## config.mk

```make
export PLATFORM = sky130hd
export DESIGN_NAME = hlsm_job_ctrl
export DESIGN_NICKNAME = d
export VERILOG_FILES = /design/src/rtl/hlsm_job_ctrl.sv
export SDC_FILE = /design/constraint.sdc
export NUM_CORES = 1
export LEC_CHECK = 0
export CAP_MARGIN = 20
export CORE_MARGIN = 8
export CORE_UTILIZATION = 43
export CTS_CLUSTER_SIZE = 10
export DETAILED_ROUTE_END_ITERATION = 7
export PLACE_DENSITY_LB_ADDON = 0.08
export RECOVER_POWER = 100
export SETUP_SLACK_MARGIN = 0.4
export SYNTH_ARGS = -nofsm -noshare
export SYNTH_HDL_FRONTEND = slang
export SYNTH_SLANG_ARGS = --single-unit
```

## constraint.sdc

```tcl
create_clock -name Clk -period 5.04 [get_ports Clk]
set_input_delay 0.504 -clock Clk [delete_from_list [all_inputs] [get_ports Clk]]
set_output_delay 0.504 -clock Clk [all_outputs]
set_load 0.03 [all_outputs]
```

## src/rtl/hlsm_job_ctrl.sv

```systemverilog
`timescale 1ns/1ps
// hlsm_job_ctrl: job controller in front of the HLSM scheduled kernel (a..g -> k,l).
// Latches one operand set per job, sequences Start/Done under a watchdog, holds results for valid/ready.
module hlsm_job_ctrl #(
  parameter int W          = 16,
  parameter int MAX_CYCLES = 64,
  parameter int CW         = 8
) (
  input  logic                Clk,
  input  logic                Rst,
  input  logic                in_valid,
  output logic                in_ready,
  input  logic signed [W-1:0] in_a,
  input  logic signed [W-1:0] in_b,
  input  logic signed [W-1:0] in_c,
  input  logic signed [W-1:0] in_d,
  input  logic signed [W-1:0] in_e,
  input  logic signed [W-1:0] in_f,
  input  logic signed [W-1:0] in_g,
  output logic                out_valid,
  input  logic                out_ready,
  output logic signed [W-1:0] out_k,
  output logic signed [W-1:0] out_l,
  output logic                out_err,
  output logic [CW-1:0]       out_cycles,
  output logic                hls_start,
  output logic                hls_rst,
  output logic signed [W-1:0] hls_a,
  output logic signed [W-1:0] hls_b,
  output logic signed [W-1:0] hls_c,
  output logic signed [W-1:0] hls_d,
  output logic signed [W-1:0] hls_e,
  output logic signed [W-1:0] hls_f,
  output logic signed [W-1:0] hls_g,
  input  logic                hls_done,
  input  logic signed [W-1:0] hls_k,
  input  logic signed [W-1:0] hls_l
);

  typedef enum logic [1:0] {
    S_IDLE  = 2'd0,
    S_RUN   = 2'd1,
    S_ABORT = 2'd2,
    S_HOLD  = 2'd3
  } state_e;

  localparam int            NOPS         = 7;
  localparam logic [CW-1:0] CNT_LAST     = CW'(MAX_CYCLES - 1);
  localparam logic [CW-1:0] CNT_DONE_MIN = CW'(2);

  state_e              state_q, state_d;
  logic [CW-1:0]       cnt_q, cnt_d;
  logic signed [W-1:0] opnd_q [NOPS];
  logic signed [W-1:0] opnd_d [NOPS];
  logic signed [W-1:0] in_ops_s [NOPS];
  logic                out_valid_q, out_valid_d;
  logic                out_err_q, out_err_d;
  logic signed [W-1:0] out_k_q, out_k_d;
  logic signed [W-1:0] out_l_q, out_l_d;
  logic [CW-1:0]       out_cycles_q, out_cycles_d;
  logic                done_s;
  logic                timeout_s;

  assign in_ops_s[0] = in_a;
  assign in_ops_s[1] = in_b;
  assign in_ops_s[2] = in_c;
  assign in_ops_s[3] = in_d;
  assign in_ops_s[4] = in_e;
  assign in_ops_s[5] = in_f;
  assign in_ops_s[6] = in_g;

  // Done from the previous run (or X before the first) is still visible for two cycles, so mask it.
  assign done_s    = (state_q == S_RUN) & hls_done & (cnt_q >= CNT_DONE_MIN);
  assign timeout_s = (state_q == S_RUN) & ~done_s & (cnt_q == CNT_LAST);

  // State register
  always_ff @(posedge Clk) begin
    if (Rst) state_q <= S_IDLE;
    else     state_q <= state_d;
  end

  // Next-state logic
  always_comb begin
    state_d = state_q;
    case (state_q)
      S_IDLE:  if (in_valid) state_d = S_RUN;   else state_d = S_IDLE;
      S_RUN: begin
        if (done_s)         state_d = S_HOLD;
        else if (timeout_s) state_d = S_ABORT;
        else                state_d = S_RUN;
      end
      S_ABORT: state_d = S_HOLD;
      S_HOLD:  if (out_ready) state_d = S_IDLE; else state_d = S_HOLD;
      default: state_d = S_IDLE;
    endcase
  end

  // Datapath next values: operand latch, run counter, result capture
  always_comb begin
    cnt_d        = cnt_q;
    out_valid_d  = out_valid_q;
    out_err_d    = out_err_q;
    out_k_d      = out_k_q;
    out_l_d      = out_l_q;
    out_cycles_d = out_cycles_q;
    for (int i = 0; i < NOPS; i++) opnd_d[i] = opnd_q[i];
    case (state_q)
      S_IDLE: begin
        if (in_valid) begin
          for (int i = 0; i < NOPS; i++) opnd_d[i] = in_ops_s[i];
          cnt_d = {CW{1'b0}};
        end else begin
          cnt_d = cnt_q;
        end
      end
      S_RUN: begin
        if (cnt_q != CNT_LAST) cnt_d = cnt_q + CW'(1);
        else                   cnt_d = cnt_q;
        if (done_s) begin
          out_k_d      = hls_k;
          out_l_d      = hls_l;
          out_cycles_d = cnt_q;
          out_err_d    = 1'b0;
          out_valid_d  = 1'b1;
        end else begin
          out_valid_d  = out_valid_q;
        end
      end
      S_ABORT: begin
        out_k_d      = {W{1'b0}};
        out_l_d      = {W{1'b0}};
        out_err_d    = 1'b1;
        out_cycles_d = CNT_LAST;
        out_valid_d  = 1'b1;
      end
      S_HOLD: begin
        if (out_ready) out_valid_d = 1'b0;
        else           out_valid_d = out_valid_q;
      end
      default: cnt_d = cnt_q;
    endcase
  end

  // Datapath registers
  always_ff @(posedge Clk) begin
    if (Rst) begin
      cnt_q        <= {CW{1'b0}};
      out_valid_q  <= 1'b0;
      out_err_q    <= 1'b0;
      out_k_q      <= {W{1'b0}};
      out_l_q      <= {W{1'b0}};
      out_cycles_q <= {CW{1'b0}};
      for (int i = 0; i < NOPS; i++) opnd_q[i] <= {W{1'b0}};
    end else begin
      cnt_q        <= cnt_d;
      out_valid_q  <= out_valid_d;
      out_err_q    <= out_err_d;
      out_k_q      <= out_k_d;
      out_l_q      <= out_l_d;
      out_cycles_q <= out_cycles_d;
      for (int i = 0; i < NOPS; i++) opnd_q[i] <= opnd_d[i];
    end
  end

  // Output decode; Start must drop in the same cycle Done is seen so the kernel does not relaunch
  always_comb begin
    in_ready  = (state_q == S_IDLE);
    hls_start = (state_q == S_RUN) & ~done_s & ~timeout_s;
    hls_rst   = Rst | (state_q == S_ABORT);
  end

  assign out_valid  = out_valid_q;
  assign out_err    = out_err_q;
  assign out_k      = out_k_q;
  assign out_l      = out_l_q;
  assign out_cycles = out_cycles_q;
  assign hls_a      = opnd_q[0];
  assign hls_b      = opnd_q[1];
  assign hls_c      = opnd_q[2];
  assign hls_d      = opnd_q[3];
  assign hls_e      = opnd_q[4];
  assign hls_f      = opnd_q[5];
  assign hls_g      = opnd_q[6];

endmodule

```

* After elaboration in Yosys (flattened, before gate mapping)
Memories as Yosys holds them, arrays and structs flattened.
Index checks and enable logic that the tools add are counted.
** Cells by class
- Add/subtract/negate cells :: 1
- Order comparisons :: 1
- Equal/unequal tests :: 9
- Multiplexer cells :: 31
- Bitwise logic cells :: 15
- Reduce and logical (&&, ||, !) cells :: 7
** Operator list (count)
- $mux 112 :: 2
- $mux 16 :: 9
- $pmux 16 s2 :: 2
- $pmux 8 s2 :: 2
- $mux 8 :: 3
- $add 8x1->8 const B :: 1
- $eq 8x6->1 const B :: 1
- $ge 8x2->1 const B :: 1
- $ne 8x6->1 const B :: 1
- $or 1x1->1 :: 8
- $pmux 2 s4 :: 1
- $mux 1 :: 7
- $mux 2 :: 3
- $ne 2x2->1 const B :: 3
- $reduce_and 3->1 :: 2
- $and 1x1->1 :: 5
- $eq 2x2->1 const B :: 2
- $reduce_bool 2->1 :: 2
- $pmux 1 s3 :: 1
- $reduce_bool 3->1 :: 1
- $eq 2x1->1 const B :: 1
- $logic_not 2->1 :: 1
- $ne 2x1->1 const B :: 1
- $not 1->1 :: 2
- other kinds (2) :: 2
** Storage, ports and cells
- Flip-flop bits (word level) :: 52
- Memory bits (writable) :: 112
- Input bits :: 149
- Output and inout port bits :: 157
- Word-level logic and storage cells :: 72
- Memories :: 1
** Memory list
- opnd_q :: depth 7, width 16, read ports 7, clocked after Yosys merged registers in 0, wr ports 7, line 53 : logic signed [W-1:0] opnd_q [NOPS];

* Depth between registers and ports, before layout
- Depth after elaboration :: 9
- Gate-level depth with buffers :: 8
- Gate-level depth less buffers :: 6

* Least setup slack after synthesis
Ideal clock, no wire load.
- Path type :: reg2out
- Start :: register cnt_q[0]
- End :: output hls_start
- Arrival :: 1.442 ns
- Required time :: 4.536 ns
- Setup slack :: 3.094 ns
- Stages on the path, launching flop included :: 6
- Path buffers :: 0
- Path through :: dfxtp_1 -> inv_1 -> ha_1 -> nor4_2 -> a21boi_1 -> nor2_1
** Between the ends
- Longest elaborated chain between the ends :: 7
** Ends and longest elaborated chain
- start: declaration :: line 52 : logic [CW-1:0] cnt_q, cnt_d;
- start signal: assignment :: line 147 : cnt_q <= {CW{1'b0}};
- start signal: assignment :: line 155 : cnt_q <= cnt_d;
- $ge 8x2->1 :: line 73 : assign done_s = (state_q == S_RUN) & hls_done & (cnt_q >= CNT_DONE_MIN);
- $and 1x1->1 :: line 73
- $not 1->1 :: line 74, 168
- $and 1x1->1 :: line 74, 168
- $and 1x1->1 :: line 74 : assign timeout_s = (state_q == S_RUN) & ~done_s & (cnt_q == CNT_LAST);
- $not 1->1 :: line 168 : hls_start = (state_q == S_RUN) & ~done_s & ~timeout_s;
- $and 1x1->1 * :: line 168
- end: declaration :: line 26 : output logic hls_start,
Every way passes the cells marked *; elsewhere a longest branch is shown, timed or not.

==> impl_metrics.toml <==
[run_status]
status = "complete, but fails checks"
violations = "max-capacitance violations, max-slew violations"

[floorplanning]
ios = 306
row_count = 43
die_w_um = 133
dieHeight_um = 133
start_util_pct = 43.2
die_area_mm2 = 0.0177
coreArea_mm2 = 0.0137

[route]
post_drt_via_cell_ratio = 4.82
wl_per_cell_um = 16.7
drt-total-wl_mm = 20.2
drt-met1-wl_mm = 8.02
drt_pass1_iterations = 4
antenna_left = 0
top_layer = "met4"
drcViolationCount = 0
met2_wirelength_mm = 10.0
met3_length_mm = 1.57
drtIter0Drc = 327
via_count = 5809

[final_layout]
syn2layout_area_growth_pct = 62.8
instances_no_fill = 1205
drive_above_1_share_pct = 3.71
multiInputGateArea_mm2 = 0.00236
ff_latch_area_mm2 = 0.00328
n_antenna_cell = 0
fill_cells = 1187
nets = 1164

[clock_tree]
cts.sinks = 164
h-tree-depth = 4
hold_buffers = 0
cts_tree = "done"
post-cts-setup-buffers = 0
post_cts_resized = 0
cts_root_buffer = "clkbuf_16"
worstSkewPairLatency_ps = 420
clk_pin_slew_ps = 60
cts-buffers-inserted = 17
cts_buffer_depth = 2

[placement]
dpl.cell_count = 1174
dp_hpwl_mm = 14.3
port_buffers = 305
gp_congestion = 0.807

[setup_path]
reg2reg_depth = 5
crit_end = "cnt_q[2]"
crit_fanout = 88
cp-end-kind = "flop"
rrSetupSlack_ps = 1520
reg2reg_from = "state_q[1]"
cp.arrival_ps = 4340
cp-start-kind = "input pin"
r2r-end = "opnd_q[3][7]"
path_class = "input pin to flop"
cp-startpoint = "Rst"
crit_required_ps = 5350

[logic_synthesis]
synth-main-ff-cell = "dfxtp_1"
synth_cells = 740
yosysSeqAreaShare_pct = 55.6
synth_top_area_share_pct = 55.6
synth_top_area_cell = "dfxtp_1"
ys_types = 40
async_reset_ff_share_pct = 0
synth_area_leaders = "dfxtp_1 56%, nand2_1 19%, a21oi_1 13%"
ys_warn_count = 0
synth_seq_cells = 164
synthTopCellsByCount = "297 x nand2_1, 164 x dfxtp_1, 152 x a21oi_1, 29 x clkbuf_1, 22 x buf_2"
syn-num-nets = 891
synth_edf_count = 0
synth_area_mm2 = 0.00590
syn_avg_cell_area_um2 = 7.98
yosysMostFrequentCell = "nand2_1"

[power_and_ir_drop]
peakVddDrop_mv = 0.251
swShare_pct = 24.8
switching_power_mw = 0.818
sequentialPowerShare_pct = 42.1
internal-power_mw = 2.48
p_clk_share_pct = 42.2
comb_power_share_pct = 15.7
power_density_mw_per_mm2 = 343
p_leak_nw = 3.91

[grt]
overflow = 0
grt_pass1_vias = 5320
grt_max_degree = 114
grt_pass1_wl_mm = 30.6
grtUsageTotal_pct = 21.9
antenna_found_initial = 0

[flow_run]
drv_cap = 3

[sta]
timing.setup.tns_ps = 0
clock.fmax_mhz = 248
hold_viol = 0
fin_crit_sh_pct = 80.1
tightest_slew_ps = 3860
finalSetupViolCount = 0
grt_setup_unrepaired = "no"
slew_viol_final = 206
fin_crit_ps = 4040
relSlewSlack_pct = -157
skew_ps = 5.12

[worst_hold_path]
hold_path_depth = 2
hold_path.class = "flop to flop"
[registers in the layout, indices dropped and copies added (netlist names)]
| signal | count |
|---|---|
| cnt_q | 8 |
| opnd_q | 112 |
| out_cycles | 8 |
| out_err | 1 |
| out_k | 16 |
| out_l | 16 |
| out_valid | 1 |
| state_q | 2 |
[metal layers]
layer,global-route usage [%],up-vias
met4,9.36,0
met1,24.9,2606
li1,-,2979
met5,0,-
met3,7.68,28
met2,36.6,196
[cell type report]
class	count	area share, %
tap	180	2.34
sequential	164	34.2
inverter	1	0.0391
multi-input combinational	519	24.6
timing repair buffer	310	32.2
clock inverter	7	1.50
clock buffer	24	5.22
[logic make-up (layout without fill, tap and decap cells)]
| group | after synthesis | in the layout | synth area share (%) |
|---|---|---|---|
| muxes | 1 | 1 | 0.170 |
| and+or+nand+nor | 343 | 343 | 24.0 |
| DFF | 164 | 164 | 55.6 |
| adders and majority gates | 2 | 2 | 0.424 |
| buffers and inverters | 57 | 342 | 4.41 |
| AOI/OAI and AO/OA | 172 | 172 | 15.2 |
| xor gates and xnor gates | 1 | 1 | 0.148 |
[worst min-delay path by stage]
stage / from / end / slack (ps)
after floorplan: cnt_q[7] / out_cycles[7] / 490
final: opnd_q[6][2] / opnd_q[6][2] / 450
after detailed placement: opnd_q[5][13] / opnd_q[5][13] / 450
after global placement: opnd_q[6][2] / opnd_q[6][2] / 440
after CTS: opnd_q[5][9] / opnd_q[5][9] / 450
after global routing: opnd_q[0][11] / opnd_q[0][11] / 470
[cells in the final DEF (no fill, tap or decap), types with 5 or more instances in the layout]
cell type / Yosys / routed
a21oi_1: 152 / 152
dlygate4sd3_1: 0 / 157
clkdlybuf4s50_1: 0 / 147
nand2_1: 297 / 297
dfxtp_1: 164 / 164
nor2_1: 7 / 7
a31oi_1: 7 / 7
clkbuf_16: 0 / 17
clkbuf_8: 0 / 5
nand3_1: 16 / 16
[per-stage QoR]
stage | power [mW] | instance area, µm² | util (%) | setup WS, ps | hold slack, ps
6_report | 3.30 | 9610 | 70.3 | 1000 | 447
5_1_grt | 3.43 | 9610 | 70.3 | 676 | 466
4_1_cts | 3.35 | 9630 | 70.5 | 1360 | 454
3_5_place_dp | 1.96 | 8990 | 65.8 | 1840 | 446
3_3_place_gp | 1.96 | 8990 | 65.8 | 1840 | 441
2_1_floorplan | 1.68 | 5900 | - | 3090 | 491
[worst max-delay path: stages]
cell      delay, ps
buf_4           430
clkbuf_1       2750
or2_2           510
nor3_1           70
[power groups by stage]
stage	logic (mW)	registers, mW	clock network [mW]
detailed placement	0.542	1.42	0
global route	0.558	1.40	1.47
global placement	0.541	1.42	0
finish	0.520	1.39	1.39
CTS	0.546	1.39	1.41
floorplan	0.145	1.54	0
(Power assumes the default switching activity.)
